==> src/rtl/rd_pkg.sv <==
// Shared definitions for the RAM burst reader: FSM state encoding and the
// depth of the small output FIFO that decouples RAM latency from the consumer.
package rd_pkg;

  typedef logic [1:0] state_t;

  localparam state_t ST_IDLE  = 2'd0;
  localparam state_t ST_ISSUE = 2'd1;
  localparam state_t ST_DRAIN = 2'd2;

  localparam logic [1:0] FIFO_DEPTH = 2'd2;

endpackage

==> src/rtl/fifo2.sv <==
// Two-entry output FIFO. The head entry is presented combinationally, so it
// stays stable while the consumer stalls; push and pop may coincide when full.
module fifo2
  import rd_pkg::*;
#(
  parameter int WIDTH = 33
) (
  input  logic             clk,
  input  logic             rst,
  input  logic             push_i,
  input  logic [WIDTH-1:0] push_data_i,
  input  logic             pop_i,
  output logic [WIDTH-1:0] head_o,
  output logic             valid_o,
  output logic [1:0]       count_o
);

  logic [WIDTH-1:0] mem_q [FIFO_DEPTH];
  logic             wr_ptr_q;
  logic             rd_ptr_q;
  logic [1:0]       count_q;
  logic [1:0]       count_d;
  logic             do_push;
  logic             do_pop;

  // A pop frees the slot in the same cycle, which lets a full FIFO accept a push.
  assign do_pop  = pop_i && (count_q != 2'd0);
  assign do_push = push_i && ((count_q != FIFO_DEPTH) || do_pop);

  assign head_o  = mem_q[rd_ptr_q];
  assign valid_o = (count_q != 2'd0);
  assign count_o = count_q;

  always_comb begin
    count_d = count_q;
    case ({do_push, do_pop})
      2'b10:   count_d = count_q + 2'd1;
      2'b01:   count_d = count_q - 2'd1;
      default: count_d = count_q;
    endcase
  end

  always_ff @(posedge clk or posedge rst) begin
    if (rst) begin
      mem_q[0] <= '0;
      mem_q[1] <= '0;
      wr_ptr_q <= 1'b0;
      rd_ptr_q <= 1'b0;
      count_q  <= 2'd0;
    end else begin
      if (do_push) begin
        mem_q[wr_ptr_q] <= push_data_i;
        wr_ptr_q        <= ~wr_ptr_q;
      end
      if (do_pop) begin
        rd_ptr_q <= ~rd_ptr_q;
      end
      count_q <= count_d;
    end
  end

endmodule

==> src/rtl/ram_burst_reader.sv <==
// Streams a burst of consecutive RAM words to a valid/ready consumer, issuing
// reads only while the output FIFO plus reads in flight leave room for the data.
module ram_burst_reader
  import rd_pkg::*;
#(
  parameter int DATA_WIDTH = 32,
  parameter int ADDR_WIDTH = 10,
  parameter int LEN_WIDTH  = ADDR_WIDTH + 1
) (
  input  logic                  clk,
  input  logic                  rst,
  input  logic                  cmd_valid,
  output logic                  cmd_ready,
  input  logic [ADDR_WIDTH-1:0] cmd_addr,
  input  logic [LEN_WIDTH-1:0]  cmd_len,
  output logic                  ram_en,
  output logic [ADDR_WIDTH-1:0] ram_addr,
  input  logic [DATA_WIDTH-1:0] ram_dout,
  output logic                  out_valid,
  input  logic                  out_ready,
  output logic [DATA_WIDTH-1:0] out_data,
  output logic                  out_last,
  output logic                  busy
);

  state_t                state_q;
  state_t                state_d;
  logic [ADDR_WIDTH-1:0] addr_q;
  logic [ADDR_WIDTH-1:0] addr_d;
  logic [LEN_WIDTH-1:0]  remaining_q;
  logic [LEN_WIDTH-1:0]  remaining_d;
  logic                  inflight_q;
  logic                  inflight_last_q;
  logic [1:0]            fifo_count;
  logic [2:0]            slots;
  logic                  pop;
  logic                  cmd_fire;
  logic                  issue_last;
  logic [DATA_WIDTH:0]   fifo_head;

  assign cmd_ready = (state_q == ST_IDLE);
  assign cmd_fire  = cmd_valid && cmd_ready;
  assign busy      = (state_q != ST_IDLE);
  assign pop       = out_valid && out_ready;

  // A word leaving this cycle frees its slot, which keeps full throughput
  // while never letting buffered plus in-flight words exceed the FIFO depth.
  assign slots      = {1'b0, fifo_count} + {2'b00, inflight_q} - {2'b00, pop};
  assign ram_en     = (state_q == ST_ISSUE) && (slots < 3'd2);
  assign ram_addr   = addr_q;
  assign issue_last = ram_en && (remaining_q == LEN_WIDTH'(1));

  always_comb begin
    state_d     = state_q;
    addr_d      = addr_q;
    remaining_d = remaining_q;
    case (state_q)
      ST_IDLE: begin
        if (cmd_fire && (cmd_len != '0)) begin
          state_d     = ST_ISSUE;
          addr_d      = cmd_addr;
          remaining_d = cmd_len;
        end
      end
      ST_ISSUE: begin
        if (ram_en) begin
          addr_d      = addr_q + ADDR_WIDTH'(1);
          remaining_d = remaining_q - LEN_WIDTH'(1);
          if (issue_last) begin
            state_d = ST_DRAIN;
          end
        end
      end
      ST_DRAIN: begin
        if ((fifo_count == 2'd0) && !inflight_q) begin
          state_d = ST_IDLE;
        end
      end
      default: state_d = ST_IDLE;
    endcase
  end

  // Clearing inflight_q on reset discards RAM data from an aborted burst.
  always_ff @(posedge clk or posedge rst) begin
    if (rst) begin
      state_q         <= ST_IDLE;
      addr_q          <= '0;
      remaining_q     <= '0;
      inflight_q      <= 1'b0;
      inflight_last_q <= 1'b0;
    end else begin
      state_q         <= state_d;
      addr_q          <= addr_d;
      remaining_q     <= remaining_d;
      inflight_q      <= ram_en;
      inflight_last_q <= issue_last;
    end
  end

  fifo2 #(
    .WIDTH(DATA_WIDTH + 1)
  ) u_fifo (
    .clk        (clk),
    .rst        (rst),
    .push_i     (inflight_q),
    .push_data_i({inflight_last_q, ram_dout}),
    .pop_i      (pop),
    .head_o     (fifo_head),
    .valid_o    (out_valid),
    .count_o    (fifo_count)
  );

  assign out_data = fifo_head[DATA_WIDTH-1:0];
  assign out_last = fifo_head[DATA_WIDTH];

endmodule

==> config.mk <==
export PLATFORM = sky130hd
export DESIGN_NAME = ram_burst_reader
export DESIGN_NICKNAME = d
export VERILOG_FILES = /design/src/rtl/rd_pkg.sv /design/src/rtl/fifo2.sv /design/src/rtl/ram_burst_reader.sv
export SDC_FILE = /design/constraint.sdc
export NUM_CORES = 1
export LEC_CHECK = 0
export ABC_AREA = 0
export ABC_CLOCK_PERIOD_IN_PS = 10660
export CAP_MARGIN = 20
export CORE_MARGIN = 2
export CORE_UTILIZATION = 55
export DETAILED_ROUTE_END_ITERATION = 10
export PLACE_DENSITY_LB_ADDON = 0.3
export SLEW_MARGIN = 20
export SYNTH_ARGS = -nofsm -noshare
export SYNTH_HDL_FRONTEND = slang
export SYNTH_SLANG_ARGS = --single-unit
==> constraint.sdc <==
create_clock -name clk -period 10.66 [get_ports clk]
set_input_delay 3.198 -clock clk [delete_from_list [all_inputs] [get_ports clk]]
set_output_delay 3.198 -clock clk [all_outputs]
set_load 0.01 [all_outputs]
==> After elaboration in Yosys (flattened, before gate mapping) <==
Index checks and enable logic that the tools add are counted.
{ "classes": {"add_sub_neg": 6, "magnitude_cmp": 4, "n_eq_ne": 10, "mux": 18, "bitwise_logic": 4, "n_reduce_logical": 20} }
{ "op_table": {"columns": ["op", "count"], "rows": [
  ["33-bit 2-to-1 mux", 4],
  ["66-bit bitwise mux", 1],
  ["33-bit demux with 1-bit select", 1],
  ["11-bit 2-to-1 mux", 2],
  ["11-bit one-hot mux with 2 select lines", 1],
  ["10-bit 2-to-1 mux", 2],
  ["10-bit one-hot mux with 2 select lines", 1],
  ["11-bit by 1-bit == test with 1-bit output, second input constant", 1],
  ["11-bit nonzero test", 1],
  ["11-bit by 1-bit subtractor with 11-bit output, second input constant", 1],
  ["10-bit by 1-bit adder with 10-bit output, second input constant", 1],
  ["1-bit logical AND", 9],
  ["2-bit 2-to-1 mux", 4],
  ["2-bit inequality test, second input constant", 4],
  ["2-bit nonzero test", 4],
  ["2-bit one-hot mux with 3 select lines", 1],
  ["2-bit by 1-bit == test with 1-bit output, second input constant", 2],
  ["2-bit == test, second input constant", 2],
  ["2-bit >= comparator, second input constant", 2],
  ["2-bit logical NOT", 2],
  ["1-bit NOT with 2-bit output", 2],
  ["2-bit one-hot mux with 2 select lines", 1],
  ["4-bit AND reduction", 1],
  ["2-bit by 1-bit adder with 3-bit output", 1],
  ["other kinds (10)", 11]
]} }
{ "word_totals": {"reg_bits": 95, "inputBits": 57, "out_inout_bits": 47, "word_cells": 72} }

==> Depth between registers and ports, before layout <==
Gate-level depths: netlist of the first run.
{ "logic_depth": {"depth_word": 9, "mapped_depth": 12, "mapped_depth_nobuf": 11} }

==> By module <==
A second synthesis of the first run with hierarchy kept.
{ "unflattened": {"hier_cells": 388, "hier_area_um2": 4802.1} }
{ "modules_own_cells": {"columns": ["mod", "n_inst", "cells_per_inst", "area_per_inst_um2", "seq_area_each_um2"], "rows": [
  ["fifo2", 1, 194, 3088.0, 1751.7],
  ["ram_burst_reader", 1, 194, 1714.1, 625.6]
]} }

==> Worst setup path before layout of the first run <==
Ideal clock, no wire load.
{ "synth_timing": {"path_type": "in2out", "startpoint": "input port out_ready", "endpoint": "output port ram_en", "arrival_time_ns": 4.824, "t_required_ns": 7.462, "path_slack_ns": 2.638, "cell_stages": 8, "path_buffers": 1, "cell_sequence": "and2_1 -> ha_1 -> nand2b_1 -> fa_1 -> xnor2_1 -> nand3_1 -> clkinv_1 -> buf_2"} }
{ "synth_between": {"elab_chain_cells": 4} }
{ "synth_rtl": {"columns": ["element", "line_no", "source"], "rows": [
  ["start, declared", "ram_burst_reader.sv:20", "input logic out_ready,"],
  ["1-bit logical AND", "ram_burst_reader.sv:44", "assign pop = out_valid && out_ready;"],
  ["3-bit by 1-bit subtractor with 3-bit output", "ram_burst_reader.sv:48", "assign slots = {1'b0, fifo_count} + {2'b00, inflight_q} - {2'b00, pop};"],
  ["3-bit by 2-bit less-than comparator with 1-bit output", "ram_burst_reader.sv:49", "assign ram_en = (state_q == ST_ISSUE) && (slots < 3'd2);"],
  ["1-bit logical AND", "ram_burst_reader.sv:49", null],
  ["end, declared", "ram_burst_reader.sv:16", "output logic ram_en,"]
]} }
No other way between the ends.

==> Worst setup path in the final report of the first run <==
Ends and elaborated chain as after synthesis.

==> impl_metrics.csv, run 1 <==
group,metric,value,unit
cts,cts-hold-fix-buffers,0,
cts,cts_tree,"yes",
synthesis,yosys_warnings,0,
critical_path,critPathMaxFanout,21,
hold_path,hold_depth,1,
global_route,overflow,0,
synthesis,yosysTopAreaCellShare,49.2,%
cells_and_area,drive_gt1_share,28.9,%
floorplan,rows,34,
critical_path,arrival,6.03,ns
hold_path,hold_start,"u_fifo.mem_q[24]",
critical_path,critPathRequiredTime,7.46,ns
synthesis,netlist_area,4830,um^2
cells_and_area,antenna_cells,0,
critical_path,end_kind,"output pin",
detailed_routing,drtPass1Iterations,4,
cells_and_area,nNetsFinal,542,
job,drv_cap,0,
detailed_routing,wl_per_cell,17.7,um
place,io_buffer_count,103,
place,gp_congestion,0.883,
global_route,antenna_found_initial,0,
synthesis,syn_inst,383,
sta,fin_worst_skew,0.0131,ns
sta,whs,0.496,ns
sta,rsz0062_at_grt,"false",
sta,finalCriticalPeriod,9.23,ns
floorplan,start_util,55.9,%
critical_path,worstReg2RegStart,"u_fifo.count_o[1]",
sta,max_freq,0.108,GHz
sta,drv_slew,0,
detailed_routing,drc,0,
synthesis,ys_seq_area_share,49.2,%
critical_path,path_class,"in2out",
synthesis,synth.distinct_cells,74,
cts,cts-htree-levels,3,
critical_path,critPathLaunchType,"primary input",
synthesis,ys_top_cells_by_area,"dfrtp_1, mux2_2, mux2_1, inv_1, a22oi_2",
global_route,grt_pass1_wl,17300,um
detailed_routing,first_iter_violations,136,
detailed_routing,wl,10500,um
power_and_ir_drop,leakagePower,2.51,nW
cts,cts_buffers,9,
synthesis,synth_common_cells,"dfrtp_1, mux2_2, inv_1",
floorplan,fp.coreArea,8640,um^2
power_and_ir_drop,ir_drop,0.275,mV
sta,hold_viol,0,
sta,slew_headroom,36.3,%
cts,clk_path_buf_depth,2,
global_route,grt_pass1_vias,3523,
global_route,grt_max_degree,55,
global_route,grtUsageTotal,22.4,%
cts,postCtsSetupBuffers,0,
sta,post-route-period-util,86.6,%
synthesis,synth_edf_count,0,
cts,insertion_delay,0.36,ns
cts,cts_root_buf,"clkbuf_8",
detailed_routing,ant_nets,0,
cts,ctsResizeCount,0,
cts,clk_pin_slew_worst_paths,0.09,ns
hold_path,hp-class,"reg2reg",
floorplan,fp.dieW,97.7,um
sta,setup_violations,0,
hold_path,hold_path_end,"u_fifo.mem_q[24]",
synthesis,avgSynthCellArea,12.6,um^2
critical_path,r2r_cells,13,
synthesis,yosys_most_used_dff,"dfrtp_1",
synthesis,synth_most_common_cell,"dfrtp_1",
critical_path,rr_endpoint,"remaining_q[7]",
cells_and_area,syn_to_final_growth,26.7,%
floorplan,ios,104,
place,dp_hpwl,7360,um
floorplan,dieHeight,97.7,um
critical_path,rrSetupSlack,7.41,ns
cells_and_area,final_util,70.8,%
detailed_routing,via_per_inst,5.86,
cts,cts_sinks,95,
detailed_routing,vias,3476,
synthesis,ys_seq_elements,95,
power_and_ir_drop,power.density,331,nW/um^2
outcome,status,"finished clean",
floorplan,dieArea,9540,um^2
sta,finalSetupTns,0,ns
synthesis,syn_nets,445,
synthesis,async_flop_share,100,%
sta,tightest_slew,0.953,ns
synthesis,synth_top_cell_by_area,"dfrtp_1",
## final cells by class
cell class,count,area [um^2]
Clock buffer,10,138
Clock inverter,6,50.0
Fill cell,637,2520
Multi-Input combinational cell,247,2270
Inverter,19,72.6
Tap cell,108,135
Timing Repair Buffer,108,1070
Sequential cell,95,2380
## worst max path at each step
stage,startpoint,to,slack (ns),cells after the start
after CTS,out_ready,ram_en,1.42,10
after global placement,out_ready,ram_en,1.57,10
after detailed placement,out_ready,ram_en,1.45,10
after global routing,out_ready,ram_en,1.29,10
after floorplan,out_ready,ram_en,2.64,8
final,out_ready,ram_en,1.43,10
## worst max-delay path, stage by stage
cell,delay [ns]
clkdlybuf4s50_1,0.62
and2_1,0.22
ha_1,0.24
nand2b_1,0.17
fa_1,0.39
xnor2_1,0.23
nand3_1,0.10
buf_4,0.24
clkinv_1,0.08
clkdlybuf4s50_1,0.53
## layout by cell type, fill, tap and decap left out, drive strengths merged, types with 6 or more instances in the layout
cell type      netlist  routed
o21ai               10      10
dfrtp               95      95
nor2                11      11
o22ai                8       8
mux2                99      99
inv                 18      21
nand2                9       9
o31ai                6       6
a22oi                6       6
and2                 6       6
clkbuf               6      10
a21oi                6       6
clkdlybuf4s50        0     103
## where the power goes
group          leakage (nW)  switching (W)  internal [W]
sequential             1.13       0.000132      0.000540
clock                0.0956       0.000136     0.0000952
combinational          1.28       0.000510      0.000612
total                  2.51       0.000777       0.00125
## per-layer routing
| layer | up-vias | share of wire [%] | global-route usage (%) |
|---|---|---|---|
| li1 | 1622 | - | - |
| met1 | 1740 | 44 | 30.1 |
| met2 | 101 | 50 | 37.2 |
| met3 | 13 | 4.5 | 3.67 |
| met4 | 0 | 1.4 | 7.69 |
| met5 | - | 0 | 0 |
## sequential cells by signal, indices dropped and copies added (netlist names)
register and cells:
inflight_last_q 1, inflight_q 1, ram_addr 10, remaining_q 11, state_q 2, u_fifo.count_o 2
u_fifo.mem_q 66, u_fifo.rd_ptr_q 1, u_fifo.wr_ptr_q 1
## through the flow
stage | instances | total power (W) | instance area, um^2 | setup WS [ns]
finish | 593 | 0.00202 | 6120 | 1.43
floorplan | 383 | 0.00137 | 4830 | 2.64
global placement | 577 | 0.00176 | 5930 | 1.57
global route | 593 | 0.00216 | 6120 | 1.29
CTS | 593 | 0.00204 | 6120 | 1.42
detailed placement | 577 | 0.00180 | 5930 | 1.45
## cell families after synthesis
logic type      after synthesis  share of synthesized area, %
buf+inv                      41                          3.99
fa+ha+maj                     5                          1.45
mux                         101                          23.5
compound gates               71                          12.6
flops                        95                          49.2
xor+xnor                      3                         0.544
simple gates                 67                          8.68
Power figures use the tool's default switching activity.
==> inputs of run 2 (changes only) <==
--- a/config.mk
+++ b/config.mk
@@ -10,6 +10,7 @@
 export CAP_MARGIN = 20
 export CORE_MARGIN = 2
 export CORE_UTILIZATION = 55
+export CTS_CLUSTER_SIZE = 30
 export DETAILED_ROUTE_END_ITERATION = 10
 export PLACE_DENSITY_LB_ADDON = 0.3
 export SLEW_MARGIN = 20
==> results of run 2 <==
Final layout, timing and power as in run 1 (identical DEF).
==> inputs of run 3 (changes only) <==
--- a/config.mk
+++ b/config.mk
@@ -13,7 +13,9 @@
 export CTS_CLUSTER_SIZE = 30
 export DETAILED_ROUTE_END_ITERATION = 10
 export PLACE_DENSITY_LB_ADDON = 0.3
+export SETUP_SLACK_MARGIN = 0.5
 export SLEW_MARGIN = 20
 export SYNTH_ARGS = -nofsm -noshare
 export SYNTH_HDL_FRONTEND = slang
+export SYNTH_HIERARCHICAL = 1
 export SYNTH_SLANG_ARGS = --single-unit
==> impl_metrics.csv, run 3 <==
group,metric,value,unit
cells_and_area,multi_input_area,2240,um^2
critical_path,critPathMaxFanout,22,
global_route,overflow,0,
sta,slew_headroom,34.2,%
sta,finalSetupTns,0,ns
sta,fin_ws,1.20,ns
hold_path,hp-class,"reg2reg",
synthesis,synthSimpleGateAreaFrac,9.56,%
sta,rsz0062_at_grt,"false",
global_route,grt_pass1_vias,3802,
cts,cts_sinks,95,
sta,post-route-period-util,88.7,%
cts,ctsResizeCount,0,
critical_path,end_kind,"output pin",
cts,cts-htree-levels,3,
critical_path,slowest_stage,"clkdlybuf4s50_1",
job,drv_cap,0,
floorplan,start_util,55.9,%
synthesis,yosys_warnings,6,
place,place_ws,1.19,ns
synthesis,yosysTopAreaCellShare,49.5,%
cts,cts_tree,"yes",
synthesis,synth_top_family_by_area,"multiplexers",
cells_and_area,fillerInstances,610,
synthesis,synthAdderAreaFrac,1.72,%
cells_and_area,antenna_cells,0,
critical_path,critPathLaunchType,"primary input",
floorplan,dieArea,9490,um^2
synthesis,synth_most_common_cell,"dfrtp_1",
synthesis,async_flop_share,100,%
synthesis,ys_seq_elements,95,
cts,insertion_delay,0.35,ns
cts,clk_path_buf_depth,2,
cts,cts-hold-fix-buffers,0,
detailed_routing,wl,10800,um
sta,fin_worst_skew,0.00866,ns
critical_path,critPathRequiredTime,7.46,ns
global_route,grt_pass1_wl,18100,um
synthesis,yosys_most_used_dff,"dfrtp_1",
synthesis,syn_nets,451,
global_route,antenna_found_initial,0,
synthesis,ys_seq_area_share,49.5,%
synthesis,ys_top_cells_by_area,"dfrtp_1, mux2_2, buf_6, mux2_1, ha_1",
synthesis,synth_edf_count,0,
synthesis,avgSynthCellArea,12.4,um^2
synthesis,syn_inst,388,
power_and_ir_drop,ir_drop,0.163,mV
sta,finalCriticalPeriod,9.46,ns
detailed_routing,wl_per_cell,18.0,um
floorplan,fp.coreArea,8590,um^2
power_and_ir_drop,leakagePower,2.50,nW
detailed_routing,drc,0,
cells_and_area,largest_reg_flops,66,
detailed_routing,drtPass1Iterations,4,
place,gp_congestion,0.861,
cts,cts_root_buf,"clkbuf_8",
floorplan,fp.dieW,97.4,um
synthesis,synth_top_cell_by_area,"dfrtp_1",
detailed_routing,ant_nets,0,
cells_and_area,syn_to_final_growth,27.1,%
cells_and_area,nNetsFinal,549,
cts,cts_buffers,9,
detailed_routing,via_per_inst,5.96,
cells_and_area,regMostFlops,"u_fifo/mem_q",
place,io_buffer_count,103,
power_and_ir_drop,power.density,315,nW/um^2
floorplan,ios,104,
synthesis,synth_xor_area_share,1.09,%
synthesis,netlist_area,4800,um^2
cells_and_area,layout_commonest_cell,"clkdlybuf4s50_1",
critical_path,crit_family,"buffers and inverters",
detailed_routing,first_iter_violations,174,
cells_and_area,register_area,2380,um^2
sta,max_freq,0.106,GHz
synthesis,synth_compound_area_share,10.0,%
critical_path,path_class,"in2out",
outcome,status,"finished clean",
critical_path,arrival,6.26,ns
critical_path,path_common_cell,"clkdlybuf4s50_1",
cts,postCtsSetupBuffers,0,
global_route,grt_max_degree,71,
critical_path,crit_chain,"clkdlybuf4s50_1 > and2_1 > ha_1 > nand2b_1 > fa_1 > xnor2_1 > nand3_1 > buf_4 > inv_1 > clkdlybuf4s50_1",
critical_path,max_stage_delay,0.67,ns
critical_path,worst-path-buf-inv,4,
detailed_routing,vias,3568,
sta,setup_violations,0,
global_route,grtUsageTotal,23.2,%
sta,drv_slew,0,
sta,hold_viol,0,
synthesis,synth_common_cells,"dfrtp_1, mux2_2, nor2_1",
synthesis,synthMuxAreaShare,24.3,%
cts,clk_pin_slew_worst_paths,0.09,ns
synthesis,synth.distinct_cells,56,
floorplan,dieHeight,97.4,um
place,dp_hpwl,7410,um
floorplan,rows,34,
cells_and_area,drive_gt1_share,24.6,%
sta,tightest_slew,0.985,ns
cells_and_area,layout_common_cells,"clkdlybuf4s50_1, dfrtp_1, mux2_2, nor2_1",
## run 3: per-layer routing
metal	vias up	wire, um	track usage [%]
met2	119	5450	40.0
met4	0	163	7.48
met1	1795	4610	30.3
li1	1632	-	-
met5	-	0	0
met3	22	555	3.45
## run 3: power by group
group,internal (W),leakage (nW),switching [W]
registers,0.000534,1.13,0.000143
clock network,0.000158,0.117,0.000127
logic,0.000545,1.25,0.000414
total,0.00124,2.50,0.000684
## run 3: layout make-up
type | count | area share [%]
clock buffers | 10 | 2.09
multi-input cells | 261 | 36.7
well taps | 108 | 2.21
inverters | 11 | 0.676
repair buffers | 108 | 17.5
clock inverters | 6 | 1.89
flip-flops and latches | 95 | 38.9
## run 3: worst paths after layout
check,startpoint,endpoint,slack [ns],cells after the start
min in group asynchronous,rst,ram_addr[7],3.45,2
worst min-delay path,u_fifo/mem_q[33],u_fifo/mem_q[33],0.50,1
worst max-delay path,out_ready,ram_en,1.20,10
worst max register to register,u_fifo/count_o[0],ram_addr[4],7.19,11
worst min register to register,u_fifo/mem_q[33],u_fifo/mem_q[33],0.50,1
max in group asynchronous,rst,u_fifo/mem_q[52],6.61,3
## run 3: kinds of logic (layout without fill, tap and decap cells)
group	after synthesis	count (layout)
muxes	104	104
DFF	95	95
and+or+nand+nor	77	77
AOI/OAI and AO/OA	68	68
buffers and inverters	32	135
adders and majority gates	6	6
xor gates and xnor gates	6	6
## run 3: per-stage QoR
stage               total power [W]  std cells  hold WS [ns]  cell area (um^2)  utilization, %
floorplan                   0.00126        388         0.448              4800               -
global placement            0.00160        583         0.464              5860            68.2
detailed placement          0.00164        583         0.477              5860            68.2
CTS                         0.00193        599         0.501              6100            71.0
global route                0.00204        599         0.518              6100            71.0
finish                      0.00192        599         0.499              6100            71.0
